==> config.mk <==
export PLATFORM = sky130hd
export DESIGN_NAME = dom_share_encoder_gf2
export DESIGN_NICKNAME = d
export VERILOG_FILES = /design/src/rtl/dom_share_encoder_gf2.sv
export SDC_FILE = /design/constraint.sdc
export NUM_CORES = 1
export LEC_CHECK = 0
export CORE_MARGIN = 2
export CORE_UTILIZATION = 40
export CTS_CLUSTER_SIZE = 10
export DETAILED_ROUTE_END_ITERATION = 6
export GPL_TIMING_DRIVEN = 0
export PLACE_DENSITY_LB_ADDON = 0.15
export SKIP_CTS_REPAIR_TIMING = 1
export SLEW_MARGIN = 40
export SYNTH_ARGS = -nofsm -noshare
export SYNTH_HDL_FRONTEND = slang
export SYNTH_SLANG_ARGS = --single-unit
==> constraint.sdc <==
create_clock -name ClkxCI -period 2.1 [get_ports ClkxCI]
set_input_delay 0.21 -clock ClkxCI [delete_from_list [all_inputs] [get_ports ClkxCI]]
set_output_delay 0.21 -clock ClkxCI [all_outputs]
set_load 0.03 [all_outputs]
==> src/rtl/dom_share_encoder_gf2.sv <==
// Splits unshared GF(2^2) operands into Boolean shares for the DOM multiplier,
// attaching fresh remask (Z) and blinding (B) randomness from a seeded LFSR.
module dom_share_encoder_gf2 #(
    parameter int          SHARES                   = 2,
    parameter int          FIRST_ORDER_OPTIMIZATION = 1,
    parameter logic [63:0] SEED_DEFAULT             = 64'h0123_4567_89AB_CDEF,
    localparam int BLIND_N =
        (FIRST_ORDER_OPTIMIZATION == 1 && SHARES == 2) ? 1 : SHARES,
    localparam int ZW      = SHARES * (SHARES - 1),
    localparam int SH_W    = 2 * (SHARES - 1),
    localparam int RND_W   = 2 * SH_W + ZW + 2 * BLIND_N
) (
    input  logic                   ClkxCI,
    input  logic                   RstxRI,
    input  logic [63:0]            SeedxDI,
    input  logic                   SeedValidxSI,
    input  logic [1:0]             XxDI,
    input  logic [1:0]             YxDI,
    input  logic                   InValidxSI,
    output logic                   InReadyxSO,
    output logic [2*SHARES-1:0]    _XxDO,
    output logic [2*SHARES-1:0]    _YxDO,
    output logic [ZW-1:0]          _ZxDO,
    output logic [2*BLIND_N-1:0]   _BxDO,
    output logic                   OutValidxSO,
    input  logic                   OutReadyxSI
);

    typedef enum logic {
        UNSEEDED,
        RUN
    } state_t;

    state_t stateQ, stateD;

    logic [63:0]          lfsrQ;
    logic [63:0]          lfsrAdv;
    logic [63:0]          seedFix;
    logic [RND_W-1:0]     rnd;
    logic [2*SHARES-1:0]  xSh, ySh;
    logic [1:0]           xAcc, yAcc;
    logic [2*SHARES-1:0]  xQ, yQ;
    logic [ZW-1:0]        zQ;
    logic [2*BLIND_N-1:0] bQ;
    logic                 validQ;
    logic                 inReady;
    logic                 xfer;

    always_comb begin
        stateD  = stateQ;
        inReady = 1'b0;
        unique case (stateQ)
            UNSEEDED: begin
                if (SeedValidxSI) stateD = RUN;
            end
            RUN: begin
                inReady = !validQ || OutReadyxSI;
            end
            default: stateD = UNSEEDED;
        endcase
    end

    assign xfer    = InValidxSI && inReady;
    assign seedFix = (SeedxDI == 64'd0) ? SEED_DEFAULT : SeedxDI;

    // RND_W Fibonacci steps unrolled; bit k is the k-th feedback bit produced
    always_comb begin
        lfsrAdv = lfsrQ;
        rnd     = '0;
        for (int k = 0; k < RND_W; k++) begin
            rnd[k]  = lfsrAdv[63] ^ lfsrAdv[62] ^ lfsrAdv[60] ^ lfsrAdv[59];
            lfsrAdv = {lfsrAdv[62:0], rnd[k]};
        end
    end

    always_comb begin
        xSh  = '0;
        ySh  = '0;
        xAcc = XxDI;
        yAcc = YxDI;
        for (int i = 1; i < SHARES; i++) begin
            xSh[2*i +: 2] = rnd[2*(i-1) +: 2];
            ySh[2*i +: 2] = rnd[SH_W + 2*(i-1) +: 2];
            xAcc          = xAcc ^ rnd[2*(i-1) +: 2];
            yAcc          = yAcc ^ rnd[SH_W + 2*(i-1) +: 2];
        end
        xSh[1:0] = xAcc;
        ySh[1:0] = yAcc;
    end

    always_ff @(posedge ClkxCI) begin
        if (RstxRI) begin
            stateQ <= UNSEEDED;
        end else begin
            stateQ <= stateD;
        end
    end

    // Seed load wins over the advance of a same-cycle transfer
    always_ff @(posedge ClkxCI) begin
        if (RstxRI) begin
            lfsrQ <= SEED_DEFAULT;
        end else if (SeedValidxSI) begin
            lfsrQ <= seedFix;
        end else if (xfer) begin
            lfsrQ <= lfsrAdv;
        end
    end

    always_ff @(posedge ClkxCI) begin
        if (RstxRI) begin
            validQ <= 1'b0;
            xQ     <= '0;
            yQ     <= '0;
            zQ     <= '0;
            bQ     <= '0;
        end else if (xfer) begin
            validQ <= 1'b1;
            xQ     <= xSh;
            yQ     <= ySh;
            zQ     <= rnd[2*SH_W +: ZW];
            bQ     <= rnd[2*SH_W + ZW +: 2*BLIND_N];
        end else if (validQ && OutReadyxSI) begin
            validQ <= 1'b0;
        end
    end

    assign InReadyxSO  = inReady;
    assign OutValidxSO = validQ;
    assign _XxDO       = xQ;
    assign _YxDO       = yQ;
    assign _ZxDO       = zQ;
    assign _BxDO       = bQ;

endmodule

## Yosys cells after proc, flatten, opt, wreduce, memory -nomap -nowiden

Cells that the tools add are included.

| operators by class | value |
|---|---|
| bitwise gates (word level) | 26 |
| mux-type cells | 8 |
| reductions and logical operators | 7 |

Operators with widths:

| kind | count |
|---|---|
| 64-bit 2-to-1 mux | 3 |
| 64-bit zero test | 1 |
| 1-bit XOR | 24 |
| 1-bit 2-to-1 mux | 5 |
| 2-bit nonzero test | 2 |
| 2-bit XOR | 2 |
| 1-bit logical AND | 2 |
| 1-bit zero test | 1 |
| 1-bit logical OR | 1 |

| storage, ports and cells | value |
|---|---|
| bits of input ports | 73 |
| register bits after elaboration | 78 |
| logic and storage cells | 48 |
| output and inout port bits | 14 |

## Logic depth before layout (Yosys ltp)

Gate-level depths: netlist of the first run.

| logic depth | value |
|---|---|
| depth after elaboration | 6 |
| depth in mapped cells | 8 |
| mapped depth without buffers | 4 |

## Worst setup path after synthesis of the first run

No wires, ideal clock.

| path | value |
|---|---|
| path type | reg2reg |
| from | register validQ, in the netlist OutValidxSO |
| to | register lfsrQ[24] |
| required time | 2.025 ns |
| library setup time | 0.075 ns |
| stages on the path, launching flop included | 7 |
| path slack | 0.345 ns |
| clock period less this slack | 1.755 ns |
| buffers on the path | 2 |
| arrival time | 1.680 ns |
| cell sequence | dfxtp_1 > nand2b_1 > buf_2 > a31oi_1 > clkbuf_1 > a21oi_1 > a22oi_2 |

| on the way | value |
|---|---|
| longest elaborated chain between the ends | 5 |

Ends and longest elaborated chain:

| what | RTL line | text |
|---|---|---|
| start: declaration | 45 | `logic validQ;` |
| start signal: assignment | 112 | `validQ <= 1'b0;` |
| start signal: assignment | 118 | `validQ <= 1'b1;` |
| start signal: assignment | 124 | `validQ <= 1'b0;` |
| 1-bit zero test | 57 | `inReady = !validQ \|\| OutReadyxSI;` |
| 1-bit logical OR | 57 |  |
| 1-bit 2-to-1 mux | 52 | `unique case (stateQ)` |
| 1-bit logical AND | 63 | `assign xfer = InValidxSI && inReady;` |
| 2-bit nonzero test (no source line) | - |  |
| end signal: assignment | 104 | `lfsrQ <= seedFix;` |
| end signal: assignment | 106 | `lfsrQ <= lfsrAdv;` |
| end: declaration | 36 | `logic [63:0] lfsrQ;` |

No other way between the ends.
A chain may end at the register's enable or synchronous reset.

## Final worst setup path of the first run

| path | value |
|---|---|
| from | input SeedxDI[49] |
| to | register lfsrQ[2] |

| on the way | value |
|---|---|
| longest elaborated chain between the ends | 3 |

Ends and longest elaborated chain:

| what | RTL line | text |
|---|---|---|
| start: declaration | 15 | `input logic [63:0] SeedxDI,` |
| 64-bit zero test | 64 | `assign seedFix = (SeedxDI == 64'd0) ? SEED_DEFAULT : SeedxDI;` |
| 64-bit 2-to-1 mux | 64 |  |
| 64-bit 2-to-1 mux | 103 | `end else if (SeedValidxSI) begin` |

No other way between the ends.

==> impl_metrics.toml, run 1 <==
[status]
outcome = "completed"

[sta]
min_period_over_period_pct = 94.5
hold_viol = 0
rsz0062_at_grt = "no"
worst_pin_slew_ns = 0.648
drv_slew = 0
fin_ws_ns = 0.116
finalSetupViolations = 0
slew_headroom_pct = 56.8
period_minus_slack_ns = 1.98
finClkSkew_ns = 0.00654
timing.fmax_ghz = 0.504

[global_route]
grtUsageMet2_pct = 40.7
grt.total_usage_pct = 25.0
first_global_vias = 3806
grt_use_met3_pct = 5.57
busiest_layer = "met2"
grt_pass1_wl_mm = 19.4
grt_max_degree = 14
antenna_found_initial = 0
grt-ovfl-total = 0
met1_usage_pct = 34.0

[worst_setup_path]
reg2regPathDepth = 7
cp.arrival_ns = 2.26
critPathMaxFanout = 10
worst-r2r-setup-slack_ns = 0.14
critical_path_class = "input pin to register"
cp_top_family = "simple AND/OR/NAND/NOR gates"
cp_num_buf_inv = 3
cp.required_ns = 2.37
slowest_stage = "or4_1"
startpoint_type = "input pin"
cp.depth = 7
crit_chain = "clkdlybuf4s50_1 > nor4_4 > nand4_1 > or4_1 > buf_2 > buf_6 > a22oi_1"
cp-end-kind = "register"
cpPeakStageDelay_ns = 0.50

[floorplan]
dieArea_sq_mm = 0.00997
core_sq_mm = 0.00881
die-width_microns = 99.9
std_cell_rows = 34
initial_core_util_pct = 41.7
die_h_microns = 99.9
ios = 87

[synth]
synthCells = 460
synth-seq-cells = 78
syn-cell-area_sq_mm = 0.00367
avgSynthCellArea_sq_um = 7.99
yosys.cell_types.count = 33
synth_nets = 533
synth_warnings = 0
yosysSeqAreaShare_pct = 42.5

[cells_and_area]
drive_gt1_share_pct = 5.70
area_growth_pct = 34.5
num_antenna_cells = 0
nets = 629
fill_cells = 836
fin_cells = 669

[hold_path]
min_path_type = "register to register"
hold-path-cell-count = 2

[placement]
dpl.hpwl_mm = 9.29
port_buffers = 85
place_inst = 653
place.gp.congestion = 0.877
post-place-ws_ns = -0.435

[route]
num_vias = 3938
detail_route.wl_per_cell_microns = 18.5
avgViaCountPerCell = 5.89
drc = 0
drtIter0Drc = 327
routed_wl_mm = 12.4
ant_nets = 0
dr.pass1.iters = 5

[clock_tree]
cts_tree = "done"
numCtsBuffers = 9
h-tree-depth = 3
clockBufferDepth = 2
cts_num_sinks = 78
path_clk_slew_ns = 0.08
clock_latency_ns = 0.35
cts.root.buffer_cell = "clkbuf_8"

[power_and_ir_drop]
cellPowerDensity_mw_per_mm2 = 769
leakagePower_nw = 1.71
irDropWorstVdd_v = 0.000468

[run]
cap_violations = 0
[layer usage]
metal  vias to the layer above  wire [microns]
met5                         -               0
met4                         0             164
met3                        19             924
met2                       176            5850
met1                      1874            5440
li1                       1869               -
[power by group]
part / internal (W) / leakage, nW / switching, W / total, W
clock: 0.000788 / 0.112 / 0.000564 / 0.00135
sequential: 0.00160 / 0.649 / 0.0000815 / 0.00168
combinational: 0.000350 / 0.951 / 0.000419 / 0.000769
total: 0.00274 / 1.71 / 0.00106 / 0.00380
[cell usage in the layout, fill, tap and decap left out, drive strengths merged, types with 2 or more instances in the layout]
cell,instances
nor2,43
o21ai,11
nor4,16
clkdlybuf4s50,85
bufinv,3
clkbuf,44
clkinvlp,2
o2111ai,3
nor3,29
xor2,4
a21oi,55
a22oi,29
nand4,4
a211o,3
a311oi,31
mux2i,3
nand2,68
xnor2,19
buf,12
inv,2
nand3,6
dfxtp,78
a31oi,4
[kinds of logic (layout without fill, tap and decap cells)]
family | count (synthesis) | count (layout) | synth area share [%]
AO/OA/AOI/OAI | 138 | 138 | 25.2
XOR/XNOR | 23 | 23 | 5.48
buffers and inverters | 48 | 149 | 5.79
flip-flops | 78 | 78 | 42.5
multiplexers | 3 | 3 | 0.817
AND/OR/NAND/NOR | 170 | 170 | 20.2
[state kept, by name, indices dropped and copies added (netlist names)]
register     flops
_YxDO            4
_BxDO            2
OutValidxSO      1
stateQ           1
lfsrQ           64
_XxDO            4
_ZxDO            2
[worst register-to-register path, stage by stage (launching register included)]
cell      delay, ns
dfxtp_1        0.32
nand2b_1       0.06
buf_2          0.19
and3_1         0.17
clkbuf_1       0.18
buf_1          0.50
nand2_1        0.14
a311oi_1       0.31
[final cells by class]
class                           count  area (sq um)  share of cell area (%)
Clock buffer                       10           128                    2.58
Timing Repair Buffer               85           851                    17.2
Inverter                            2          7.51                   0.152
Buffer                             46           206                    4.18
Sequential cell                    78          1560                    31.6
Clock inverter                      6           110                    2.23
Multi-Input combinational cell    334          1940                    39.3
Tap cell                          108           135                    2.73
[synthesized netlist by cell type, drive strengths merged]
library cell	number	area share, %
dfxtp	78	42
nand2	68	6.9
a21oi	55	7.5
nor2	43	4.4
clkbuf	34	3.5
a311oi	31	7.4
a22oi	29	6.1
nor3	29	3.9
xnor2	19	4.5
nor4	16	2.7
buf	12	2.1
o21ai	11	1.5
nand3	6	0.82
a31oi	4	0.68
nand4	4	0.68
xor2	4	0.95
a211o	3	0.72
mux2i	3	0.82
o2111ai	3	0.89
inv	2	0.20
a221oi	1	0.24
and2	1	0.17
and3	1	0.17
nand2b	1	0.17
o41ai	1	0.24
or4	1	0.20
[through the flow]
stage	util, %	total power [W]	setup TNS [ns]	instance area (sq um)	hold slack (ns)
after floorplan	-	0.00212	0	3670	0.337
after global placement	52.9	0.00245	-16.23	4660	0.444
after detailed placement	52.9	0.00246	-16.29	4660	0.450
after CTS	55.6	0.00379	-1.65	4900	0.461
after global routing	56.1	0.00395	0	4940	0.481
final	56.1	0.00380	0	4940	0.457
[worst paths after layout]
kind	start	endpoint
worst min register to register	_XxDO[0]$_SDFFE_PP0P_	_XxDO[0]$_SDFFE_PP0P_
worst max-delay path	SeedxDI[49]	lfsrQ[2]$_SDFFE_PP1P_
worst min-delay path	_XxDO[0]$_SDFFE_PP0P_	_XxDO[0]$_SDFFE_PP0P_
worst max register to register	OutValidxSO$_SDFFE_PP0P_	lfsrQ[35]$_SDFFE_PP0P_
Note: power is estimated with default switching activity, not from simulation.
==> inputs of run 2 (changes only) <==
--- a/config.mk
+++ b/config.mk
@@ -11,6 +11,7 @@
 export DETAILED_ROUTE_END_ITERATION = 6
 export GPL_TIMING_DRIVEN = 0
 export PLACE_DENSITY_LB_ADDON = 0.15
+export SETUP_SLACK_MARGIN = 0.5
 export SKIP_CTS_REPAIR_TIMING = 1
 export SLEW_MARGIN = 40
 export SYNTH_ARGS = -nofsm -noshare
==> impl_metrics.toml, run 2 (synthesis gave the netlist of run 1 again) <==
[status]
outcome = "finished, violations left"
violations = "design-rule violations"

[worst_setup_path]
cp.arrival_ns = 2.00
critPathMaxFanout = 8
reg2regPathDepth = 6
startpoint = "SeedxDI[9]"
cp.required_ns = 2.38
startpoint_type = "input pin"
crit_end = "lfsrQ[34]$_SDFFE_PP1P_"
r2r_end = "lfsrQ[18]$_SDFFE_PP0P_"
critical_path_class = "input pin to register"
cp-end-kind = "register"
worst_r2r_startpoint = "OutValidxSO$_SDFFE_PP0P_"
worst-r2r-setup-slack_ns = 0.53

[cells_and_area]
largest_reg_flops = 64
area_growth_pct = 54.6
nets = 635
multi_input_area_sq_mm = 0.00237
largest-register = "lfsrQ"
utilization_pct = 64.5
final_cell_area_sq_mm = 0.00568
fill_cells = 733
final_cell_mix = "77 x dfxtp_1, 67 x nand2_1, 61 x dlymetal6s2s_1, 43 x nor2_1, 37 x a21oi_1"
seq_area_sq_mm = 0.00156
num_antenna_cells = 0
mostFrequentLayoutCell = "dfxtp_1"
drive_gt1_share_pct = 24.3

[route]
num_vias = 4149
avgViaCountPerCell = 6.15
drc = 1
drtIter0Drc = 358
dr.pass1.iters = 7
detail_route.wl_per_cell_microns = 20.6
ant_nets = 0
routed_wl_mm = 13.9

[power_and_ir_drop]
leakagePower_nw = 2.52
irDropWorstVdd_v = 0.000324
finalPower_w = 0.00359
cellPowerDensity_mw_per_mm2 = 632
intPower_w = 0.00242
p_seq_share_pct = 47.1
clkPwrFrac_pct = 28.1
swShare_pct = 32.5
switching_power_w = 0.00117
power_frac_comb_pct = 24.8

[hold_path]
min_path_type = "input pin to register"

[floorplan]
die-width_microns = 99.9
ios = 87
initial_core_util_pct = 41.7
std_cell_rows = 34
dieArea_sq_mm = 0.00997
die_h_microns = 99.9
core_sq_mm = 0.00881

[sta]
min_period_over_period_pct = 81.9
finalSetupViolations = 0
period_minus_slack_ns = 1.72
rsz0062_at_grt = "yes"
timing.fmax_ghz = 0.582
slew_headroom_pct = 38.7
worst_pin_slew_ns = 0.920
fin_tns_setup_ns = 0
drv_slew = 0
finClkSkew_ns = 0.0126
hold_viol = 0
fin_ws_ns = 0.381

[global_route]
first_global_vias = 3774
grt.total_usage_pct = 25.5
antenna_found_initial = 0
grt_pass1_wl_mm = 19.8
grt_max_degree = 14
grt-ovfl-total = 0

[clock_tree]
cts_num_sinks = 78
clock_latency_ns = 0.36
cts.root.buffer_cell = "clkbuf_8"
path_clk_slew_ns = 0.08
h-tree-depth = 3
numCtsBuffers = 9
cts_tree = "done"
clockBufferDepth = 2

[placement]
dpl.hpwl_mm = 9.37
post-place-ws_ns = -0.445
port_buffers = 85
dpl-instance-area_sq_mm = 0.00467
place.gp.congestion = 0.930

[run]
cap_violations = 0
run 2: cell types whose count changed in the layout (fill, tap and decap cells not counted), sizes merged:
cell | before | now
clkdlybuf4s50 | 85 | 13
dlymetal6s2s | 0 | 61
buf | 12 | 22
clkbuf | 44 | 51
bufinv | 3 | 0
clkinv | 1 | 4
run 2: power groups by stage:
stage | Clock [W] | Combinational, W | Sequential (W)
after detailed placement | 0 | 0.000755 | 0.00171
after floorplan | 0 | 0.000401 | 0.00172
after global placement | 0 | 0.000748 | 0.00171
after CTS | 0.00101 | 0.000759 | 0.00168
after global routing | 0.00107 | 0.000952 | 0.00170
final | 0.00101 | 0.000890 | 0.00169
run 2: final cells by class:
cell class	count	area share (%)
Multi-Input combinational cell	334	41.6
Sequential cell	78	27.5
Timing Repair Buffer	91	19.4
Buffer	46	6.01
Tap cell	108	2.38
Clock buffer	10	2.25
Clock inverter	6	0.683
Inverter	2	0.132
run 2: worst min path at each step:
stage | start | end | slack, ns | depth (start not counted)
finish | SeedxDI[50] | lfsrQ[50]$_SDFFE_PP0P_ | 0.15 | 3
global route | SeedxDI[50] | lfsrQ[50]$_SDFFE_PP0P_ | 0.17 | 3
CTS | _YxDO[1]$_SDFFE_PP0P_ | _YxDO[1]$_SDFFE_PP0P_ | 0.46 | 2
detailed placement | _YxDO[1]$_SDFFE_PP0P_ | _YxDO[1]$_SDFFE_PP0P_ | 0.45 | 2
global placement | _YxDO[0]$_SDFFE_PP0P_ | _YxDO[0]$_SDFFE_PP0P_ | 0.44 | 2
floorplan | SeedxDI[4] | lfsrQ[4]$_SDFFE_PP0P_ | 0.34 | 2
run 2: routing by layer:
layer,share of wire [%],global-route usage (%),vias to the layer above
met3,9.5,4.87,41
met4,3.0,9.17,0
met5,0,0,-
met1,40,33.7,1979
met2,48,41.8,235
li1,-,-,1894
run 2: critical path, stage by stage:
cell            delay [ns]
dlymetal6s2s_1        0.17
nor4_2                0.43
nand4_1               0.16
or4_4                 0.56
buf_12                0.17
clkbuf_16             0.16
a22oi_2               0.13
run 2: per-stage QoR:
stage	instances	hold slack (ns)
detailed placement	653	0.452
finish	675	0.147
CTS	669	0.463
floorplan	460	0.337
global placement	653	0.443
global route	675	0.166
==> inputs of run 3 (changes only) <==
==> constraint.sdc (replaced) <==
create_clock -name ClkxCI -period 1.7 [get_ports ClkxCI]
set_input_delay 0.17 -clock ClkxCI [delete_from_list [all_inputs] [get_ports ClkxCI]]
set_output_delay 0.17 -clock ClkxCI [all_outputs]
set_load 0.03 [all_outputs]
==> impl_metrics.toml, run 3 (synthesis gave the netlist of run 1 again) <==
[cells_and_area]
mostFrequentLayoutCell = "dfxtp_1"
final_cell_area_sq_mm = 0.00619
area_growth_pct = 68.4
fill_cells = 653
largest-register = "lfsrQ"
nets = 645
largest_reg_flops = 64
final_cell_mix = "76 x dfxtp_1, 68 x dlymetal6s2s_1, 51 x nand2_1, 43 x nor2_1, 39 x a21oi_1"
utilization_pct = 70.3
drive_gt1_share_pct = 33.0
num_antenna_cells = 0

[sta]
hold_viol = 0
rsz0062_at_grt = "yes"
fin_tns_setup_ns = 0
worst_pin_slew_ns = 0.709
finalSetupViolations = 0
period_minus_slack_ns = 1.67
min_period_over_period_pct = 98.5
slew_headroom_pct = 52.7
drv_slew = 0
timing.fmax_ghz = 0.597
finClkSkew_ns = 0.0105
fin_ws_ns = 0.0260

[worst_setup_path]
startpoint = "SeedxDI[52]"
startpoint_type = "input pin"
reg2regPathDepth = 8
worst-r2r-setup-slack_ns = 0.07
critical_path_class = "input pin to register"
cpPeakStageDelay_ns = 0.60
crit_chain = "buf_8 > nor4_4 > nand4_1 > or4_4 > buf_12 > buf_12 > a22oi_1"
cp-end-kind = "register"
crit_path_frequent_cell = "buf_12"
cp.required_ns = 1.96
worst_r2r_startpoint = "OutValidxSO$_SDFFE_PP0P_"
slowest_stage = "or4_4"
r2r_end = "lfsrQ[40]$_SDFFE_PP1P_"
crit_end = "lfsrQ[40]$_SDFFE_PP1P_"
cp.arrival_ns = 1.93
critPathMaxFanout = 8

[clock_tree]
h-tree-depth = 3
path_clk_slew_ns = 0.08
clock_latency_ns = 0.35
cts.root.buffer_cell = "clkbuf_8"
cts_tree = "done"
cts_num_sinks = 78
clockBufferDepth = 2
numCtsBuffers = 9

[placement]
place.gp.congestion = 0.950
port_buffers = 85
dpl-instance-area_sq_mm = 0.00484
post-place-ws_ns = -0.752
dpl.hpwl_mm = 9.52

[floorplan]
initial_core_util_pct = 41.7
std_cell_rows = 34
die_h_microns = 99.9
ios = 87
dieArea_sq_mm = 0.00997
die-width_microns = 99.9
core_sq_mm = 0.00881

[run]
cap_violations = 0

[global_route]
grt_max_degree = 13
grt-ovfl-total = 0
first_global_vias = 3807
grt.total_usage_pct = 25.4
grt_pass1_wl_mm = 19.7
antenna_found_initial = 0

[route]
num_vias = 4225
dr.pass1.iters = 5
routed_wl_mm = 14.4
ant_nets = 0
drtIter0Drc = 217
detail_route.wl_per_cell_microns = 21.0
drc = 0
avgViaCountPerCell = 6.18

[power_and_ir_drop]
clkPwrFrac_pct = 33.7
switching_power_w = 0.00146
intPower_w = 0.00353
swShare_pct = 29.2
leakagePower_nw = 2.88
cellPowerDensity_mw_per_mm2 = 806
finalPower_w = 0.00499
irDropWorstVdd_v = 0.000375
power_frac_comb_pct = 24.2
p_seq_share_pct = 42.1

[hold_path]
min_path_type = "input pin to register"

[status]
outcome = "completed"
==> run 3: worst max-delay path: cells and delay by family <==
family	cells	cell delay [ns]
compound gates	1	0.19
buf+inv	3	0.41
simple gates	3	1.16
==> run 3: layout make-up <==
type | instances | area (sq um) | area share (%)
multi-input cells | 334 | 2590 | 41.9
flip-flops and latches | 78 | 1570 | 25.3
repair buffers | 101 | 1250 | 20.1
plain buffers | 46 | 405 | 6.55
clock buffers | 11 | 141 | 2.28
well taps | 108 | 135 | 2.18
clock inverters | 4 | 95.1 | 1.54
inverters | 2 | 7.51 | 0.121
==> run 3: worst min-delay path by stage <==
stage                          startpoint                endpoint  slack [ns]  cells past startpoint
floorplan                      SeedxDI[4]   lfsrQ[4]$_SDFFE_PP0P_        0.30                      2
global placement    _YxDO[1]$_SDFFE_PP0P_   _YxDO[1]$_SDFFE_PP0P_        0.44                      2
detailed placement  _ZxDO[1]$_SDFFE_PP0P_   _ZxDO[1]$_SDFFE_PP0P_        0.45                      2
CTS                          SeedValidxSI   lfsrQ[4]$_SDFFE_PP0P_        0.43                      2
global route                  SeedxDI[50]  lfsrQ[50]$_SDFFE_PP0P_        0.13                      3
finish                        SeedxDI[50]  lfsrQ[50]$_SDFFE_PP0P_        0.12                      3
==> run 3: metal layers <==
layer,vias to the layer above,GRT usage (%),routed length (microns)
met3,41,3.76,1040
met5,-,0,0
met1,2052,34.7,6000
met2,227,40.7,6890
li1,1905,-,-
met4,0,9.80,471
==> run 3: through the flow <==
stage                     std cells  hold slack (ns)
after global placement          653            0.442
after detailed placement        653            0.450
after floorplan                 460            0.297
after CTS                       668            0.428
after global routing            684            0.126
final                           684            0.116
==> run 3: power by group through the flow <==
stage / combinational (W) / sequential (W) / clock, W
2_1_floorplan: 0.000528 / 0.00213 / 0
3_3_place_gp: 0.000964 / 0.00211 / 0
3_5_place_dp: 0.000975 / 0.00212 / 0
4_1_cts: 0.000979 / 0.00207 / 0.00168
5_1_grt: 0.00128 / 0.00211 / 0.00174
6_report: 0.00121 / 0.00210 / 0.00168
